## src/rtl/ball_renderer_pkg.sv

```systemverilog
// Shared constants, state type and position-step helper for ball_renderer.
package ball_renderer_pkg;

  localparam int H_VISIBLE_AREA = 640;
  localparam int V_VISIBLE_AREA = 480;

  typedef enum logic {
    UNSYNCED,
    SYNCED
  } state_e;

  // One clamped move along an axis; 11-bit math keeps both ends from wrapping.
  function automatic logic [9:0] step(
    input logic [9:0]  p,
    input logic        dir,
    input logic [10:0] spd,
    input logic [10:0] lim
  );
    logic [10:0] s;
    if (dir) begin
      s = {1'b0, p} + spd;
      if (s > lim) s = lim;
    end else begin
      s = ({1'b0, p} < spd) ? 11'd0 : {1'b0, p} - spd;
    end
    return s[9:0];
  endfunction

endpackage

```

## src/rtl/ball_renderer_scan_counter.sv

```systemverilog
// Pixel / line counters derived from the VGA timing strobes.
// hcount tracks the visible column, vcount the line since frame start.
module ball_renderer_scan_counter (
  input  logic       i_Clk,
  input  logic       i_Reset,
  input  logic       i_HReset,
  input  logic       i_HBlank,
  input  logic       i_VReset,
  output logic [9:0] o_HCount,
  output logic [9:0] o_VCount
);

  logic [9:0] h_q, h_d;
  logic [9:0] v_q, v_d;

  always_comb begin
    h_d = h_q;
    v_d = v_q;
    if (i_HReset)
      h_d = '0;
    else if (!i_HBlank)
      h_d = h_q + 10'd1;
    if (i_VReset)
      v_d = '0;
    else if (i_HReset && v_q != 10'h3FF)
      v_d = v_q + 10'd1;
  end

  always_ff @(posedge i_Clk or posedge i_Reset) begin
    if (i_Reset) begin
      h_q <= '0;
      v_q <= '0;
    end else begin
      h_q <= h_d;
      v_q <= v_d;
    end
  end

  assign o_HCount = h_q;
  assign o_VCount = v_q;

endmodule

```

## src/rtl/ball_renderer.sv

```systemverilog
// Ball position, per-frame bounce movement and pixel generation.
// Position only moves on frame start, so the drawn square never tears.
module ball_renderer
  import ball_renderer_pkg::*;
#(
  parameter int BALL_SIZE = 8,
  parameter int SPEED     = 1,
  parameter int INIT_X    = 320,
  parameter int INIT_Y    = 240
) (
  input  logic       i_Clk,
  input  logic       i_Reset,
  input  logic       i_HReset,
  input  logic       i_HBlank,
  input  logic       i_VReset,
  input  logic       i_VBlank,
  input  logic       i_XDir,
  input  logic       i_YDir,
  output logic       o_Ball,
  output logic [9:0] o_BallX,
  output logic [9:0] o_BallY,
  output logic       o_FrameTick
);

  localparam logic [10:0] SPD  = 11'(SPEED);
  localparam logic [10:0] SZ   = 11'(BALL_SIZE);
  localparam logic [10:0] XLIM = 11'(H_VISIBLE_AREA - BALL_SIZE);
  localparam logic [10:0] YLIM = 11'(V_VISIBLE_AREA - BALL_SIZE);

  state_e     state_q, state_d;
  logic [9:0] x_q, x_d;
  logic [9:0] y_q, y_d;
  logic       tick_q, tick_d;
  logic [9:0] hcount, vcount;
  logic [10:0] hc, vc, bx, by;
  logic       in_x, in_y;

  ball_renderer_scan_counter u_scan (
    .i_Clk    (i_Clk),
    .i_Reset  (i_Reset),
    .i_HReset (i_HReset),
    .i_HBlank (i_HBlank),
    .i_VReset (i_VReset),
    .o_HCount (hcount),
    .o_VCount (vcount)
  );

  // Every frame pulse moves the ball, including the one that syncs us.
  always_comb begin
    state_d = state_q;
    x_d     = x_q;
    y_d     = y_q;
    tick_d  = 1'b0;
    if (i_VReset) begin
      state_d = SYNCED;
      x_d     = step(x_q, i_XDir, SPD, XLIM);
      y_d     = step(y_q, i_YDir, SPD, YLIM);
      tick_d  = 1'b1;
    end
  end

  always_ff @(posedge i_Clk or posedge i_Reset) begin
    if (i_Reset) begin
      state_q <= UNSYNCED;
      x_q     <= 10'(INIT_X);
      y_q     <= 10'(INIT_Y);
      tick_q  <= 1'b0;
    end else begin
      state_q <= state_d;
      x_q     <= x_d;
      y_q     <= y_d;
      tick_q  <= tick_d;
    end
  end

  assign hc   = {1'b0, hcount};
  assign vc   = {1'b0, vcount};
  assign bx   = {1'b0, x_q};
  assign by   = {1'b0, y_q};
  assign in_x = (hc >= bx) && (hc < bx + SZ);
  assign in_y = (vc >= by) && (vc < by + SZ);

  assign o_Ball = (state_q == SYNCED) && !i_HBlank && !i_VBlank
                && in_x && in_y;
  assign o_BallX     = x_q;
  assign o_BallY     = y_q;
  assign o_FrameTick = tick_q;

endmodule
```

## config.mk

```make
export PLATFORM = sky130hd
export DESIGN_NAME = ball_renderer
export DESIGN_NICKNAME = d
export VERILOG_FILES = /design/src/rtl/ball_renderer_pkg.sv /design/src/rtl/ball_renderer_scan_counter.sv /design/src/rtl/ball_renderer.sv
export SDC_FILE = /design/constraint.sdc
export NUM_CORES = 1
export LEC_CHECK = 0
export CORE_MARGIN = 2
export CORE_UTILIZATION = 60
export DETAILED_ROUTE_END_ITERATION = 12
export PLACE_DENSITY = 0.78
export SETUP_SLACK_MARGIN = 0.3
export SLEW_MARGIN = 20
export SYNTH_ARGS = -nofsm -noshare
export SYNTH_HDL_FRONTEND = slang
export SYNTH_HIERARCHICAL = 1
export SYNTH_SLANG_ARGS = --single-unit
```

## constraint.sdc

```tcl
create_clock -name i_Clk -period 3.2 [get_ports i_Clk]
set_input_delay 0.48 -clock i_Clk [delete_from_list [all_inputs] [get_ports i_Clk]]
set_output_delay 0.48 -clock i_Clk [all_outputs]
set_load 0.01 [all_outputs]
```

**Word level (Yosys, flattened, before mapping)**

Index checks and enable logic that the tools add are counted.

- Magnitude comparators: 8
- Equality and inequality tests: 2
- $mul: 0
- $add $sub $neg: 8
- Muxes and demuxes: 11
- Reductions and logical operators: 10
- Divide/modulo/power cells: 0
- Bitwise logic cells: 0
- Shifts and indexed selects: 0

Operators by type and width:

| cell | number |
|---|---|
| $mux W10 | 10 |
| $add A10 B1 Y11 const B | 2 |
| $add A10 B4 Y11 const B | 2 |
| $lt A10 B11 Y1 | 2 |
| $add A10 B1 Y10 const B | 2 |
| $ge A10 B10 Y1 | 2 |
| $lt A10 B1 Y1 const B | 2 |
| $sub A10 B1 Y10 const B | 2 |
| $gt A11 B10 Y1 const B | 1 |
| $gt A11 B9 Y1 const B | 1 |
| $ne A10 B10 Y1 const B | 1 |
| $logic_and A1 B1 Y1 | 7 |
| $logic_not A1 Y1 | 2 |
| $ne A2 B2 Y1 const B | 1 |
| $reduce_bool A2 Y1 | 1 |
| $mux W1 | 1 |

- Register bits after elaboration: 42
- Input bits: 8
- Bits in latches: 0
- Memories: 0
- Memory bits (read-only): 0
- Memory bits (writable): 0
- Logic and storage cells: 45
- Output and inout bits: 22

**Depth between registers and ports, before layout**

- Word-level depth: 5
- Depth in mapped cells: 11
- Depth with buffers taken out: 10

**Cells and area by module**

Netlist, hierarchy kept.

By module, submodules not included:

| module | seq. area each (µm²) | area each (µm²) | cells an instance | times used |
|---|---|---|---|---|
| ball_renderer | 558.0 | 2,996.6 | 379 | 1 |
| ball_renderer_scan_counter | 500.5 | 1,089.8 | 105 | 1 |

**Worst setup path after synthesis**

No wires, ideal clock.

- Kind: flip-flop to output port
- Start: reg y_q[6] (netlist: o_BallY[6])
- End: out o_Ball
- Path buffers: 1
- Arrival time: 2.717 ns
- Data required time: 2.720 ns
- Stages on the path, launching flop included: 12
- Setup slack: 0.003 ns
- Path through: dfstp_2 -> clkbuf_1 -> nand3_1 -> nor2_1 -> xnor2_1 -> ha_1 -> a21o_1 -> a21oi_1 -> nand2_1 -> o311ai_0 -> o2111ai_1 -> nor4_1

- Longest elaborated chain between the ends: 4
- Elaborated cells on any way between the ends: 5
- Those cells by class: add/sub: 1; order compare: 2; reduce/logical: 2

Ends and longest elaborated chain:

| what | RTL line | RTL |
|---|---|---|
| start: declaration | ball_renderer.sv:32 | `logic [9:0] y_q, y_d;` |
| start signal: assignment | ball_renderer.sv:66 | `y_q <= 10'(INIT_Y);` |
| start signal: assignment | ball_renderer.sv:71 | `y_q <= y_d;` |
| $add A10 B4 Y11 | ball_renderer.sv:81 | `assign in_y = (vc >= by) && (vc < by + SZ);` |
| $lt A10 B11 Y1 | ball_renderer.sv:81 |  |
| $logic_and A1 B1 Y1 * | ball_renderer.sv:81 |  |
| $logic_and A1 B1 Y1 * | ball_renderer.sv:84 | `&& in_x && in_y;` |
| end: declaration | ball_renderer.sv:19 | `output logic o_Ball,` |

Mark *: on every way between the ends. The rest lies on a longest branch, timed or not.

**Worst setup path after layout**

Same ends and word-level chain as after synthesis.

==> results.py <==
metrics = {
    "clock_tree": {
        "clk_pin_slew_ns": 0.09,
        "cts_buffers": 5,
        "clockBufferDepth": 2,
        "cts.sinks": 42,
        "ctsHoldBuffers": 0,
        "cts-root-buf": "clkbuf_8",
        "insertion_delay_ns": 0.30,
        "cts_tree": "done",
        "htreeDepth": 2,
    },
    "synthesis": {
        "synth_seq_cells": 42,
        "synth-main-ff-cell": "dfrtp_1",
        "synthCells": 484,
        "yosysWarnings": 6,
        "synth_area_per_cell_um2": 8.44,
        "synth_cell_type_count": 71,
        "synth.yosys.seq_area_share": 0.259,
        "synth_edf_count": 0,
        "synth_area_um2": 4090,
        "syn-num-nets": 536,
        "ys_async_sr_fraction": 1.00,
    },
    "sta": {
        "fmax_mhz": 310,
        "min_period_ns": 3.22,
        "rsz0062_at_grt": "true",
        "tightestPinTransition_ns": 0.951,
        "final_hold_viol_count": 0,
        "period_share": 1.01,
        "fin_skew_ns": 0.00593,
        "max_slew_margin": 0.365,
        "whs_ns": 0.512,
        "setup_viol": 1,
        "timing.final.ws_setup_ns": -0.0207,
        "drv_slew": 0,
    },
    "grt": {
        "grt_pass1_vias": 3789,
        "grt_max_degree": 45,
        "antenna_found_initial": 0,
        "grt_pass1_wl_um": 18200,
        "track_usage": 0.304,
        "grt_overflow": 0,
    },
    "die": {
        "row_count": 30,
        "start_util": 0.612,
        "die_area_um2": 7490,
        "core_um2": 6680,
        "ios": 30,
        "die_h_um": 86.5,
        "die_w_um": 86.5,
    },
    "hold_path": {
        "min_to": "state_q",
        "hold_class": "reg -> reg",
        "hold-path-cell-count": 1,
        "hp-start": "state_q",
    },
    "pwr": {
        "p_sw_mw": 1.33,
        "p_sw_frac": 0.446,
        "power.leakage_nw": 2.08,
        "power_mw": 2.97,
        "combPwrFrac": 0.622,
        "peakVddDrop_mv": 0.433,
        "clockPowerShare": 0.122,
        "power-per-cell-area_nw_per_um2": 621,
        "pwr-share-seq": 0.256,
        "internal_power_mw": 1.65,
    },
    "detailed_routing": {
        "via_per_inst": 6.31,
        "dr.pass1.iters": 5,
        "drtIter0Drc": 212,
        "wl_per_cell_um": 17.7,
        "via_count": 3891,
        "final_antenna_net_count": 0,
        "wl_um": 10900,
        "drc": 0,
    },
    "placed_design": {
        "gp_congestion": 0.953,
        "dp_slack_ns": -0.197,
        "dp_hpwl_um": 8100,
        "portBuffers": 29,
    },
    "layout": {
        "area_delta_synth_final_pct": 17.2,
        "drive_above_1_share": 0.166,
        "num_antenna_cells": 0,
        "final_common_cell": "nor2_1",
        "nets": 588,
        "final_cell_mix": "46 x nor2_1, 43 x ha_1, 42 x buf_4, 36 x dfrtp_1, 32 x inv_1",
    },
    "outcome": {
        "violations": "setup timing",
        "status": "finished with violations",
    },
    "critical_path": {
        "timing.rr.end": "o_BallY[3]",
        "crit_fanout": 3,
        "setup.worst_path.end_class": "primary output",
        "critPathLaunchType": "flop",
        "path_class": "reg -> out",
        "timing.rr.start": "o_BallY[0]",
        "cp_data_arrival_time_ns": 2.74,
        "r2r_slack_ns": 0.58,
        "ff2ff_path_depth": 9,
        "cp.required_ns": 2.72,
    },
    "job": {
        "cap_violations": 0,
    },
}
-- cell families (layout without fill, tap and decap cells) --
kind of cell / Yosys count / count (layout) / synth area share
AO/OA/AOI/OAI: 126 / 126 / 0.221
XOR/XNOR: 27 / 27 / 0.0579
adder cells (fa/ha/maj): 44 / 44 / 0.135
buffers and inverters: 61 / 114 / 0.0652
flip-flops: 42 / 42 / 0.259
multiplexers: 7 / 7 / 0.0187
AND/OR/NAND/NOR: 177 / 177 / 0.244
-- registers in the layout, summed over array words and instances, names as in the netlist --
register         count
o_BallX             10
o_BallY             10
u_scan/o_HCount     10
state_q              1
o_FrameTick          1
u_scan/o_VCount     10
-- stage by stage --
| step | cells | instance area [µm²] | utilization | TNS [ns] |
|---|---|---|---|---|
| after floorplan | 484 | 4110 | - | 0 |
| after global placement | 604 | 4630 | 0.693 | -0.139 |
| after detailed placement | 604 | 4630 | 0.693 | -0.197 |
| after CTS | 617 | 4790 | 0.716 | 0 |
| after global routing | 617 | 4790 | 0.717 | -0.195 |
| final | 617 | 4790 | 0.717 | -0.0207 |
-- worst max path at each step --
stage	startpoint	end	slack, ns	depth (start not counted)
after floorplan	o_BallY[6]	o_Ball	0.31	11
after global placement	o_BallY[6]	o_Ball	-0.14	11
after detailed placement	o_BallY[6]	o_Ball	-0.20	11
after CTS	o_BallY[4]	o_Ball	0.03	11
after global routing	o_BallY[6]	o_Ball	-0.20	11
final	o_BallY[6]	o_Ball	-0.02	11
-- cells in the mapped netlist (4+ instances only) --
library cell / count / area, µm²
dfrtp_1: 36 / 901
buf_2: 6 / 30.0
nand3_1: 19 / 95.1
o31ai_1: 12 / 90.1
o2111ai_1: 4 / 35.0
nand4_1: 11 / 68.8
nor3_1: 19 / 95.1
nand2b_1: 4 / 25.0
o21a_1: 9 / 67.6
a31oi_1: 6 / 37.5
nor2_1: 47 / 176
and3_1: 9 / 56.3
dfstp_2: 6 / 158
nor4_1: 7 / 43.8
clkbuf_1: 13 / 48.8
buf_4: 6 / 45.0
xnor2_1: 21 / 184
o21ai_0: 24 / 120
a21oi_1: 24 / 120
inv_1: 32 / 120
xor2_1: 6 / 52.6
o211ai_1: 6 / 45.0
nand2_1: 27 / 101
mux2i_1: 5 / 50.1
nor2b_1: 4 / 25.0
a21o_1: 9 / 67.6
ha_1: 44 / 551
-- metal layers --
metal  up-vias  wire length, µm  GRT usage
li1       1893                -          -
met1      1841             4580      0.379
met2       130             5550      0.538
met3        27              525     0.0448
met4         0              280     0.0994
met5         -                0          0
-- worst max-delay path, cell delays in order, from the launching register on --
cell and delay, ns:
dfstp_2 0.58, nand3_2 0.11, nor2_2 0.13, xnor2_1 0.12, ha_1 0.27, a21o_1 0.18
a21oi_2 0.16, nand2_1 0.08, o311ai_2 0.29, o2111ai_1 0.17, nor4_2 0.18, buf_2 0.18
-- layout make-up --
type | instances | area [µm²]
Multi-Input combinational cell | 381 | 2810
Timing Repair Buffer | 72 | 612
Clock buffer | 6 | 72.6
Inverter | 34 | 128
Tap cell | 80 | 100
Fill cell | 547 | 1890
Sequential cell | 42 | 1060
Clock inverter | 2 | 13.8
-- timing repair --
item / in CTS / in global routing
setup endpoints to repair: 1 / 1
pin swaps: 7 / 0
hold endpoints to repair: 0 / 0
resized for setup: 11 / 1
buffers inserted: 5 / 0
-- power by group through the flow --
| stage | clock network [mW] | registers, mW | logic, mW |
|---|---|---|---|
| floorplan | 0 | 0.801 | 1.10 |
| global placement | 0 | 0.754 | 1.74 |
| detailed placement | 0 | 0.760 | 1.79 |
| CTS | 0.370 | 0.757 | 1.83 |
| global route | 0.397 | 0.775 | 2.02 |
| finish | 0.363 | 0.762 | 1.85 |
Power figures use the tool's default switching activity.
